==> src/rtl/adder_sim_pkg.sv <==
// Shared constants and helpers for the adder simulation pipe blocks.
// Latency: n/a (package only).
// Backpressure: n/a (package only).
// Contents: MAX_PIPE_DEPTH bound and clog2_cnt(), the width of a 0..depth counter.
package adder_sim_pkg;

  localparam int MAX_PIPE_DEPTH = 16;

  // Bits needed to hold any value 0..depth inclusive (at least 1).
  function automatic int clog2_cnt(input int depth);
    int w;
    w = 1;
    while ((1 << w) < (depth + 1)) w = w + 1;
    return w;
  endfunction

endpackage

==> src/rtl/pipe_stage.sv <==
// One valid/data register pair of the elastic pipe.
// Latency: 1 cycle from up_valid/up_data to valid_q/data_q when rdy is high.
// Backpressure: holds its contents whenever rdy is low; flush clears valid only.
// Ports: clk, rst (async, active high), flush, rdy (stage may load this edge),
//        up_valid/up_data (previous stage or pipe input), valid_q/data_q (stage contents).
module pipe_stage #(
  parameter int N = 8
) (
  input  logic         clk,
  input  logic         rst,
  input  logic         flush,
  input  logic         rdy,
  input  logic         up_valid,
  input  logic [N-1:0] up_data,
  output logic         valid_q,
  output logic [N-1:0] data_q
);

  logic         r_valid;
  logic [N-1:0] r_data;

  always_ff @(posedge clk or posedge rst) begin
    if (rst) begin
      r_valid <= 1'b0;
      r_data  <= '0;
    end else if (flush) begin
      // Data is left alone on flush; only the valid bit matters downstream.
      r_valid <= 1'b0;
    end else if (rdy) begin
      r_valid <= up_valid;
      // Bubbles move the valid bit only, so the data register does not toggle.
      if (up_valid) begin
        r_data <= up_data;
      end
    end
  end

  assign valid_q = r_valid;
  assign data_q  = r_data;

endmodule

==> src/rtl/elastic_register_pipe.sv <==
// DEPTH-stage valid/ready register pipe with bubble collapsing, flush and occupancy count.
// Latency: DEPTH cycles from accept to out when unstalled; 1 word/cycle throughput.
// Backpressure: combinational ready chain; in_ready low only when every stage is full and
//   out_ready is low, or during flush/rst.
// Ports: clk, rst (async, active high), flush, in_valid/in_ready/in (upstream),
//        out_valid/out_ready/out (downstream), count (valid stages, 0..DEPTH).
module elastic_register_pipe
  import adder_sim_pkg::*;
#(
  parameter int N = 8,
  parameter int DEPTH = 2,
  localparam int CW = clog2_cnt(DEPTH)
) (
  input  logic          clk,
  input  logic          rst,
  input  logic          flush,
  input  logic          in_valid,
  output logic          in_ready,
  input  logic [N-1:0]  in,
  output logic          out_valid,
  input  logic          out_ready,
  output logic [N-1:0]  out,
  output logic [CW-1:0] count
);

  if (DEPTH < 1 || DEPTH > MAX_PIPE_DEPTH) begin : g_bad_depth
    $error("elastic_register_pipe: DEPTH=%0d outside 1..%0d", DEPTH, MAX_PIPE_DEPTH);
  end

  logic [DEPTH:0]   w_rdy;
  logic [DEPTH-1:0] w_vld;
  logic [N-1:0]     w_dat [DEPTH];
  logic [DEPTH-1:0] w_up_vld;
  logic [N-1:0]     w_up_dat [DEPTH];
  logic [DEPTH-1:0] w_vld_nxt;
  logic [CW-1:0]    w_count_nxt;
  logic [CW-1:0]    r_count;

  assign w_rdy[DEPTH] = out_ready;

  for (genvar i = 0; i < DEPTH; i++) begin : g_stage
    // A stage can load if it is empty or its contents move on this edge.
    assign w_rdy[i] = ~w_vld[i] | w_rdy[i+1];

    if (i == 0) begin : g_head
      assign w_up_vld[i] = in_valid;
      assign w_up_dat[i] = in;
    end else begin : g_body
      assign w_up_vld[i] = w_vld[i-1];
      assign w_up_dat[i] = w_dat[i-1];
    end

    pipe_stage #(.N(N)) u_stage (
      .clk      (clk),
      .rst      (rst),
      .flush    (flush),
      .rdy      (w_rdy[i]),
      .up_valid (w_up_vld[i]),
      .up_data  (w_up_dat[i]),
      .valid_q  (w_vld[i]),
      .data_q   (w_dat[i])
    );
  end

  // Mirror of the stage update rule, used only to register the popcount alongside the stages.
  always_comb begin
    w_vld_nxt   = '0;
    w_count_nxt = '0;
    for (int i = 0; i < DEPTH; i++) begin
      if (flush) begin
        w_vld_nxt[i] = 1'b0;
      end else if (w_rdy[i]) begin
        w_vld_nxt[i] = w_up_vld[i];
      end else begin
        w_vld_nxt[i] = w_vld[i];
      end
      w_count_nxt = w_count_nxt + CW'(w_vld_nxt[i]);
    end
  end

  always_ff @(posedge clk or posedge rst) begin
    if (rst) begin
      r_count <= '0;
    end else begin
      r_count <= w_count_nxt;
    end
  end

  assign in_ready  = w_rdy[0] & ~flush & ~rst;
  assign out_valid = w_vld[DEPTH-1] & ~flush;
  assign out       = w_dat[DEPTH-1];
  assign count     = r_count;

endmodule

==> config.mk <==
export PLATFORM = sky130hd
export DESIGN_NAME = elastic_register_pipe
export DESIGN_NICKNAME = d
export VERILOG_FILES = /design/src/rtl/adder_sim_pkg.sv /design/src/rtl/pipe_stage.sv /design/src/rtl/elastic_register_pipe.sv
export SDC_FILE = /design/constraint.sdc
export NUM_CORES = 1
export LEC_CHECK = 0
export ABC_AREA = 1
export CORE_MARGIN = 5
export CORE_UTILIZATION = 38
export CTS_BUF_LIST = sky130_fd_sc_hd__clkbuf_16
export DETAILED_ROUTE_END_ITERATION = 8
export GPL_TIMING_DRIVEN = 0
export HOLD_SLACK_MARGIN = 0.03
export MAX_ROUTING_LAYER = met4
export PLACE_DENSITY_LB_ADDON = 0.15
export SYNTH_ARGS = -nofsm -noshare
export SYNTH_HDL_FRONTEND = slang
export SYNTH_SLANG_ARGS = --single-unit
==> constraint.sdc <==
create_clock -name clk -period 1.3 [get_ports clk]
set_input_delay 0.26 -clock clk [delete_from_list [all_inputs] [get_ports clk]]
set_output_delay 0.26 -clock clk [all_outputs]
set_load 0.03 [all_outputs]
; ---- Yosys cells after proc, flatten, opt, wreduce, memory -nomap -nowiden
; Index checks and enable logic that the tools add are counted.
[word_totals]
input_bits = 13
ff_bits = 20
wordCells = 21
out_inout_bits = 12
[op_classes]
add_sub_neg = 1
bitwise = 9
muxes = 4
n_reduce_logical = 2
[op_table]
columns = operator, count
row1 = 3-bit AND reduction, 2
row2 = 1-bit two-way mux, 4
row3 = 1-bit inverter, 4
row4 = 1-bit bitwise AND, 3
row5 = 1-bit by 1-bit adder with 2-bit output, 1
row6 = 1-bit bitwise OR, 2

; ---- Depth between registers and ports, before layout
; Gate-level depths: netlist of the first run.
[logic_depth]
ltp_word = 6
mapped_depth = 5

; ---- By module
; Synthesis of the first run repeated with hierarchy kept, for this count alone.
[unflattened]
cells_unflattened = 96
hier_area_um2 = 907.1
[modules_own_cells]
columns = mod, area_each_um2, cells_per_inst, instances
row1 = pipe_stage, 391.6, 40, 2
row2 = elastic_register_pipe, 123.9, 16, 1

; ---- Worst setup path before layout of the first run
; No wires, ideal clock.
[synth_path]
kind = reg2out
from = register g_stage[1].u_stage.r_valid
to = output in_ready
arrival_ns = 0.952
n_path_buf = 1
path_slack_ns = 0.088
stages_incl_launch_ff = 5
path_cell_list = dfrtp_1 nand3_1 buf_2 nand2_1 inv_1
[synth_between]
elab_chain_cells = 5
[synth_lines]
columns = element, line_no
row1 = from (decl), pipe_stage.sv:19  ; logic r_valid;
row2 = from (signal assigned), pipe_stage.sv:30  ; r_valid <= up_valid;
row3 = 1-bit inverter, elastic_register_pipe.sv:43  ; assign w_rdy[i] = ~w_vld[i] | w_rdy[i+1];
row4 = 1-bit bitwise OR (2 in series), elastic_register_pipe.sv:43
row5 = 1-bit bitwise AND (2 in series), elastic_register_pipe.sv:89  ; assign in_ready = w_rdy[0] & ~flush & ~rst;
row6 = to (decl), elastic_register_pipe.sv:18  ; output logic in_ready,
; No other way between the ends.

; ---- Worst setup path in the final report of the first run
; Ends and elaborated chain as after synthesis.

==> summary.txt, run 1 <==
Status
  • Status: complete, but fails checks
  • Failing checks: setup timing

Power and ir drop
  • Pwr/cell area: 1450 nW/um2
  • Maximum VDD drop: 0.784 mV
  • Static Leakage: 0.646 nW

CTS
  • TritonCTS clock tree: yes
  • H-tree depth: 1
  • Clock Latency Late Sink: 0.25 ns
  • Hold Buf Count CTS: 0
  • Clock Sinks: 20
  • Num CTS Buffers: 3
  • Max clock buf depth: 2
  • Worst-path clk slew: 0.05 ns
  • Root buffer cell: clkbuf_16

Floorplan
  • Die area: 3190 um2
  • Row cnt: 16
  • Initial Util: 41.0%
  • Die Wd: 56.5 um
  • Core area: 2000 um2
  • Num ports: 25
  • Die Ht: 56.5 um

Synthesis
  • Synthesized cell area: 821 um2
  • Count of cell types in the netlist: 11
  • Synth Area in Adders: 1.52%
  • Synth area leader: dfrtp_1
  • Syn Inst Count: 88
  • Synth Area per Inst: 9.33 um2
  • Synth Area in Compound Gates: 1.22%
  • Post-Syn Nets: 102
  • Yosys warns: 0
  • Seq cells post-synth: 20
  • Sequential area share after synthesis: 61.0%
  • Synth Area in Simple Gates: 32.3%
  • Synth Area in XOR/XNOR: 0%
  • Largest family of logic cells by synthesized area: simple AND/OR/NAND/NOR gates
  • Post-synthesis mux area share: 0%
  • Area share of the largest cell type after synthesis: 61.0%
  • Synth area leaders: dfrtp_1, nand2_1, nand3_1

Critical path
  • Reg-to-reg endpoint: count[0]
  • Worst Path Class, Setup: reg -> out
  • CP max-delay cell: dfrtp_1
  • R2R depth: 3
  • Critical path startpoint category: flip-flop
  • CP dominant cell by count: buf_6
  • Max incr delay on CP: 0.39 ns
  • Worst EP required: 1.04 ns
  • Critical Path Fanout Max: 4
  • Crit end category: output pin
  • Reg2Reg Setup Slack: 0.04 ns
  • FF-to-FF Start: g_stage[1].u_stage.valid_q
  • Crit path DAT: 1.12 ns
  • Worst-path cell chain: nand3_2 > buf_6 > nand2_2 > inv_2 > buf_6

STA
  • Max-slew violations: 0
  • Period utilization: 106%
  • Setup Skew: 0.00261 ns
  • Fin crit period: 1.38 ns
  • Slew margin rel.: 50.2%
  • Setup violators final: 2
  • Setup Total Neg Slack: -0.106 ns
  • Setup ws final: -0.0814 ns
  • Final hold violations: 0
  • Fmax: 724 MHz
  • Worst Max-Slew Pin Slew: 0.747 ns
  • RSZ-0062 raised after global routing: true

Global route
  • Initial antenna violation count: 0
  • Tot GR Track Use: 11.5%
  • First-pass GRT wire length: 2750 um
  • GR Overflow Total: 0
  • Vias in the first global route: 658
  • Largest net degree at the start of global routing: 21

Detailed routing
  • Routed Antenna Nets: 0
  • Routed length per instance: 10.9 um
  • Drc violations: 0
  • Vias per cell: 4.46
  • Initial drt markers: 8
  • WL final: 1610 um
  • Pre-Repair DR Iteration Count: 3
  • Vias: 655

Hold path
  • Hold Crit Start: flush
  • Hold Path Cell Cnt: 2
  • Worst Hold Path EP: g_stage[1].u_stage.valid_q
  • Hold crit path type: in -> reg

Placed design
  • Hpwl dp: 1180 um
  • RD Place Congestion: 0.744
  • # port buffers: 23
  • Total placed cells including tap cells: 138

Final layout
  • Multi-input combinational cell area: 300 um2
  • Synthesis-to-finish area growth: 47.3%
  • Fraction of layout cells with a size suffix above 1: 16.7%
  • Most frequent cells in the layout: nand2_1, dfrtp_1, nand3_1
  • Most common cell after layout, fill and taps aside: nand2_1
  • N_diodes: 0
  • Storage element area: 500 um2
  • Final std cells w/o fill: 147
  • # fillers: 190
  • Final #Nets: 135

Run
  • Max Cap Viol: 0
[state kept, by name (all words and copies together), names as in the netlist]
| register | flops |
|---|---|
| count | 2 |
| g_stage.u_stage.valid_q | 2 |
| g_stage.u_stage.data_q | 16 |
[logic make-up (layout without fill, tap and decap cells)]
family,count (synthesis),count (layout)
compound gates,2,2
fa+ha+maj,1,1
buf+inv,8,40
flops,20,20
simple gates,57,57
[cell usage after synthesis]
| library cell | instances |
|---|---|
| buf_2 | 1 |
| ha_1 | 1 |
| nand2_4 | 2 |
| clkbuf_2 | 1 |
| inv_1 | 6 |
| nand2_1 | 34 |
| nand3_1 | 17 |
| dfrtp_1 | 20 |
| nor2_1 | 2 |
| nor2_4 | 2 |
| a21oi_1 | 2 |
[per-stage QoR]
| stage | setup slack [ns] | util [%] | hold WS [ns] | total power, mW | cell area, um2 |
|---|---|---|---|---|---|
| after floorplan | 0.0882 | - | 0.224 | 0.998 | 821 |
| after global placement | -0.854 | 54.2 | 0.452 | 1.17 | 1080 |
| after detailed placement | -0.872 | 54.2 | 0.459 | 1.18 | 1080 |
| after CTS | -0.0993 | 57.9 | 0.335 | 1.77 | 1160 |
| after global routing | -0.115 | 60.4 | 0.367 | 1.84 | 1210 |
| final | -0.0814 | 60.4 | 0.337 | 1.75 | 1210 |
[routing by layer]
| layer | part of all wire, % | up-vias | global-route usage, % |
|---|---|---|---|
| met5 | 0 | - | - |
| met4 | 1.9 | 0 | 6.10 |
| met3 | 5.4 | 5 | 2.98 |
| met2 | 45 | 17 | 17.8 |
| met1 | 47 | 288 | 13.6 |
| li1 | - | 345 | - |
[power breakdown]
part | leakage, nW | internal (mW) | total [mW] | switching, mW
clock network | 0.0385 | 0.409 | 0.622 | 0.213
registers | 0.255 | 0.715 | 0.762 | 0.0465
logic | 0.353 | 0.136 | 0.368 | 0.232
[cell type report]
type / count / share of cell area (%)
Clock inverter: 1 / 0.311
Timing Repair Buffer: 28 / 21.2
Clock buffer: 3 / 6.21
Sequential cell: 20 / 41.4
Multi-Input combinational cell: 60 / 24.8
Tap cell: 27 / 2.80
Buffer: 2 / 1.35
Inverter: 6 / 1.86
[worst max-delay path by stage]
stage,from,to,slack (ns)
global placement,out_ready,in_ready,-0.85
CTS,g_stage[1].u_stage.valid_q,in_ready,-0.1
global route,g_stage[1].u_stage.valid_q,in_ready,-0.11
floorplan,g_stage[1].u_stage.valid_q,in_ready,0.09
finish,g_stage[1].u_stage.valid_q,in_ready,-0.08
detailed placement,out_ready,in_ready,-0.87
[worst max-delay path: cells and delay by family (launching register included)]
kind / cells / cell delay, ns
AND/OR/NAND/NOR: 2 / 0.18
flip-flops: 1 / 0.39
buffers and inverters: 3 / 0.30
[timing repair]
| item | in CTS | in global routing |
|---|---|---|
| pin swaps | 1 | 2 |
| endpoints found under the hold margin | 0 | 0 |
| buffers inserted | 0 | 5 |
| gates resized for setup | 28 | 4 |
| setup endpoints to repair | 14 | 2 |
| cloned | 0 | 0 |
Power figures use the tool's default switching activity.
==> run 2: changes to the inputs <==
--- a/config.mk
+++ b/config.mk
@@ -9,9 +9,10 @@
 export CORE_MARGIN = 5
 export CORE_UTILIZATION = 38
 export CTS_BUF_LIST = sky130_fd_sc_hd__clkbuf_16
+export CTS_CLUSTER_SIZE = 40
 export DETAILED_ROUTE_END_ITERATION = 8
 export GPL_TIMING_DRIVEN = 0
-export HOLD_SLACK_MARGIN = 0.03
+export HOLD_SLACK_MARGIN = 0.12
 export MAX_ROUTING_LAYER = met4
 export PLACE_DENSITY_LB_ADDON = 0.15
 export SYNTH_ARGS = -nofsm -noshare
==> results of run 2 <==
Final layout, timing and power as in run 1 (identical DEF).
==> run 3: changes to the inputs <==
--- a/config.mk
+++ b/config.mk
@@ -14,7 +14,7 @@
 export GPL_TIMING_DRIVEN = 0
 export HOLD_SLACK_MARGIN = 0.12
 export MAX_ROUTING_LAYER = met4
-export PLACE_DENSITY_LB_ADDON = 0.15
+export PLACE_DENSITY = 0.67
 export SYNTH_ARGS = -nofsm -noshare
 export SYNTH_HDL_FRONTEND = slang
 export SYNTH_SLANG_ARGS = --single-unit
==> summary.txt, run 3 (synthesis results as in run 1) <==
Critical path
  • CP dominant cell by count: buf_6 (unchanged)
  • Critical Path Fanout Max: 5 (was 4)
  • Worst-path cell chain: nand3_4 > buf_6 > nand2_2 > inv_2 > buf_6 (was nand3_2 > buf_6 > nand2_2 > inv_2 > buf_6)
  • CP max-delay cell: dfrtp_1 (unchanged)
  • Max incr delay on CP: 0.41 ns (was 0.39 ns)
  • Worst EP required: 1.04 ns (about the same)
  • Top delay family on crit path: flip-flops (unchanged)
  • Crit path DAT: 1.12 ns (about the same)
  • CP Buf/Inv Count: 3 (unchanged)
  • Worst Path Class, Setup: reg -> out (unchanged)
  • Critical path startpoint category: flip-flop (unchanged)
  • Crit end category: output pin (unchanged)

CTS
  • Max clock buf depth: 2 (unchanged)
  • Clock Latency Late Sink: 0.25 ns (about the same)
  • Num CTS Buffers: 3 (unchanged)
  • Hold Buf Count CTS: 0 (unchanged)
  • Worst-path clk slew: 0.05 ns (about the same)
  • TritonCTS clock tree: yes (unchanged)
  • Clock Sinks: 20 (unchanged)
  • H-tree depth: 1 (unchanged)
  • Root buffer cell: clkbuf_16 (unchanged)

Detailed routing
  • Routed length per instance: 11.7 um (was 10.9 um)
  • Metal-1 WL: 634 um (was 758 um)
  • Pre-Repair DR Iteration Count: 2 (was 3)
  • Drc violations: 0 (unchanged)
  • Vias per cell: 4.62 (was 4.46)
  • WL final: 1680 um (was 1610 um)
  • Top layer in use: met4 (unchanged)
  • Initial drt markers: 3 (was 8)
  • Routed Antenna Nets: 0 (unchanged)
  • Routed wl met2: 920 um (was 731 um)
  • Vias: 665 (was 655)
  • Met3 WL: 70 um (was 87 um)

Final layout
  • Most frequent cells in the layout: nand2_1, dfrtp_1, nand3_1 (unchanged)
  • Most common cell after layout, fill and taps aside: nand2_1 (unchanged)
  • Synthesis-to-finish area growth: 45.6% (was 47.3%)
  • N_diodes: 0 (unchanged)
  • Number of flip-flops in the largest register: 16 (unchanged)
  • Fraction of layout cells with a size suffix above 1: 16.2% (was 16.7%)
  • Finished Cell Area: 1190 um2 (was 1210 um2)
  • Final #Nets: 133 (was 135)

STA
  • Setup ws final: -0.0776 ns (was -0.0814 ns)
  • Setup Total Neg Slack: -0.0975 ns (was -0.106 ns)
  • RSZ-0062 raised after global routing: true (unchanged)
  • Final hold violations: 0 (unchanged)
  • Setup violators final: 2 (unchanged)
  • Slew margin rel.: 49.5% (was 50.2%)
  • Fin crit period: 1.38 ns (about the same)
  • Worst Max-Slew Pin Slew: 0.757 ns (was 0.747 ns)
  • Setup Skew: 0.00178 ns (was 0.00261 ns)
  • Max-slew violations: 0 (unchanged)
  • Fmax: 726 MHz (was 724 MHz)
  • Period utilization: 106% (about the same)

Hold path
  • Hold crit path type: in -> reg (unchanged)

Floorplan
  • Die area: 3190 um2 (unchanged)
  • Num ports: 25 (unchanged)
  • Core area: 2000 um2 (unchanged)
  • Die Wd: 56.5 um (unchanged)
  • Initial Util: 41.0% (unchanged)
  • Die Ht: 56.5 um (unchanged)
  • Row cnt: 16 (unchanged)

Run
  • Max Cap Viol: 0 (unchanged)

Global route
  • Initial antenna violation count: 0 (unchanged)
  • Vias in the first global route: 668 (was 658)
  • GR Overflow Total: 0 (unchanged)
  • Tot GR Track Use: 11.8% (was 11.5%)
  • First-pass GRT wire length: 2780 um (was 2750 um)
  • Largest net degree at the start of global routing: 21 (unchanged)

Status
  • Failing checks: setup timing (unchanged)
  • Status: complete, but fails checks (unchanged)

Power and ir drop
  • Static Leakage: 0.636 nW (was 0.646 nW)
  • Net switching power: 0.492 mW (about the same)
  • Seq pwr share: 43.5% (about the same)
  • Int Pwr: 1.26 mW (about the same)
  • Gate power share: 21.2% (was 21.0%)
  • Pwr/cell area: 1460 nW/um2 (was 1450 nW/um2)
  • Switching share of power: 28.1% (about the same)
  • Clock Power Share: 35.3% (was 35.5%)
  • Maximum VDD drop: 0.693 mV (was 0.784 mV)

Placed design
  • # port buffers: 23 (unchanged)
  • Placed cell areas: 1080 um2 (unchanged)
  • RD Place Congestion: 0.717 (was 0.744)
  • Hpwl dp: 1200 um (was 1180 um)
  • Place WS: -0.854 ns (was -0.872 ns)
-- run 3: power groups by stage --
stage	clock network (mW)	logic, mW	registers (mW)
floorplan	0	0.118	0.880
detailed placement	0	0.410	0.772
global placement	0	0.405	0.767
finish	0.616	0.371	0.761
global route	0.648	0.407	0.771
CTS	0.629	0.373	0.760
-- run 3: area by class of cell --
type                    count  area [um2]
fillers                   182         807
flip-flops and latches     20         500
multi-input cells          60         307
repair buffers             26         240
clock buffers               3        75.1
well taps                  27        33.8
inverters                   6        22.5
plain buffers               2        16.3
-- run 3: path summary, 6_finish.rpt --
| check | startpoint | end | slack [ns] | cells past startpoint |
|---|---|---|---|---|
| max in group asynchronous | rst | g_stage[0].u_stage.data_q[5] | 0.36 | 2 |
| hold / removal | flush | g_stage[1].u_stage.valid_q | 0.32 | 2 |
| setup reg to reg | g_stage[1].u_stage.valid_q | count[0] | -0.02 | 5 |
| setup / recovery | g_stage[1].u_stage.valid_q | in_ready | -0.08 | 5 |
| hold reg to reg | g_stage[1].u_stage.data_q[6] | g_stage[1].u_stage.data_q[6] | 0.46 | 2 |
| min in group asynchronous | rst | g_stage[0].u_stage.valid_q | 0.47 | 2 |
-- run 3: through the flow --
stage	utilization, %	total power, mW	hold WS (ns)	cells
after floorplan	-	0.998	0.224	88
after global placement	54.2	1.17	0.454	138
after detailed placement	54.2	1.18	0.458	138
after CTS	57.9	1.76	0.323	141
after global routing	59.7	1.83	0.333	144
final	59.7	1.75	0.324	144
-- run 3: worst register-to-register path, delay by kind of cell, from the launching register on --
kind	cells	cell delay, ns
and+or+nand+nor	1	0.11
DFF	1	0.41
AOI/OAI and AO/OA	1	0.17
buffers and inverters	2	0.27
adders and majority gates	1	0.26
-- run 3: metal layers --
metal  global-route usage (%)  vias up
met5                        -        -
met4                     9.15        0
met3                     1.61        5
met2                     20.8       17
met1                     11.5      304
li1                         -      339
-- run 3: timing repair --
action / in CTS / in global routing
buffers inserted: 0 / 2
pin swaps: 0 / 1
cloned: 0 / 1
resized for setup: 27 / 7
hold endpoints to repair: 0 / 0
setup endpoints to repair: 14 / 10
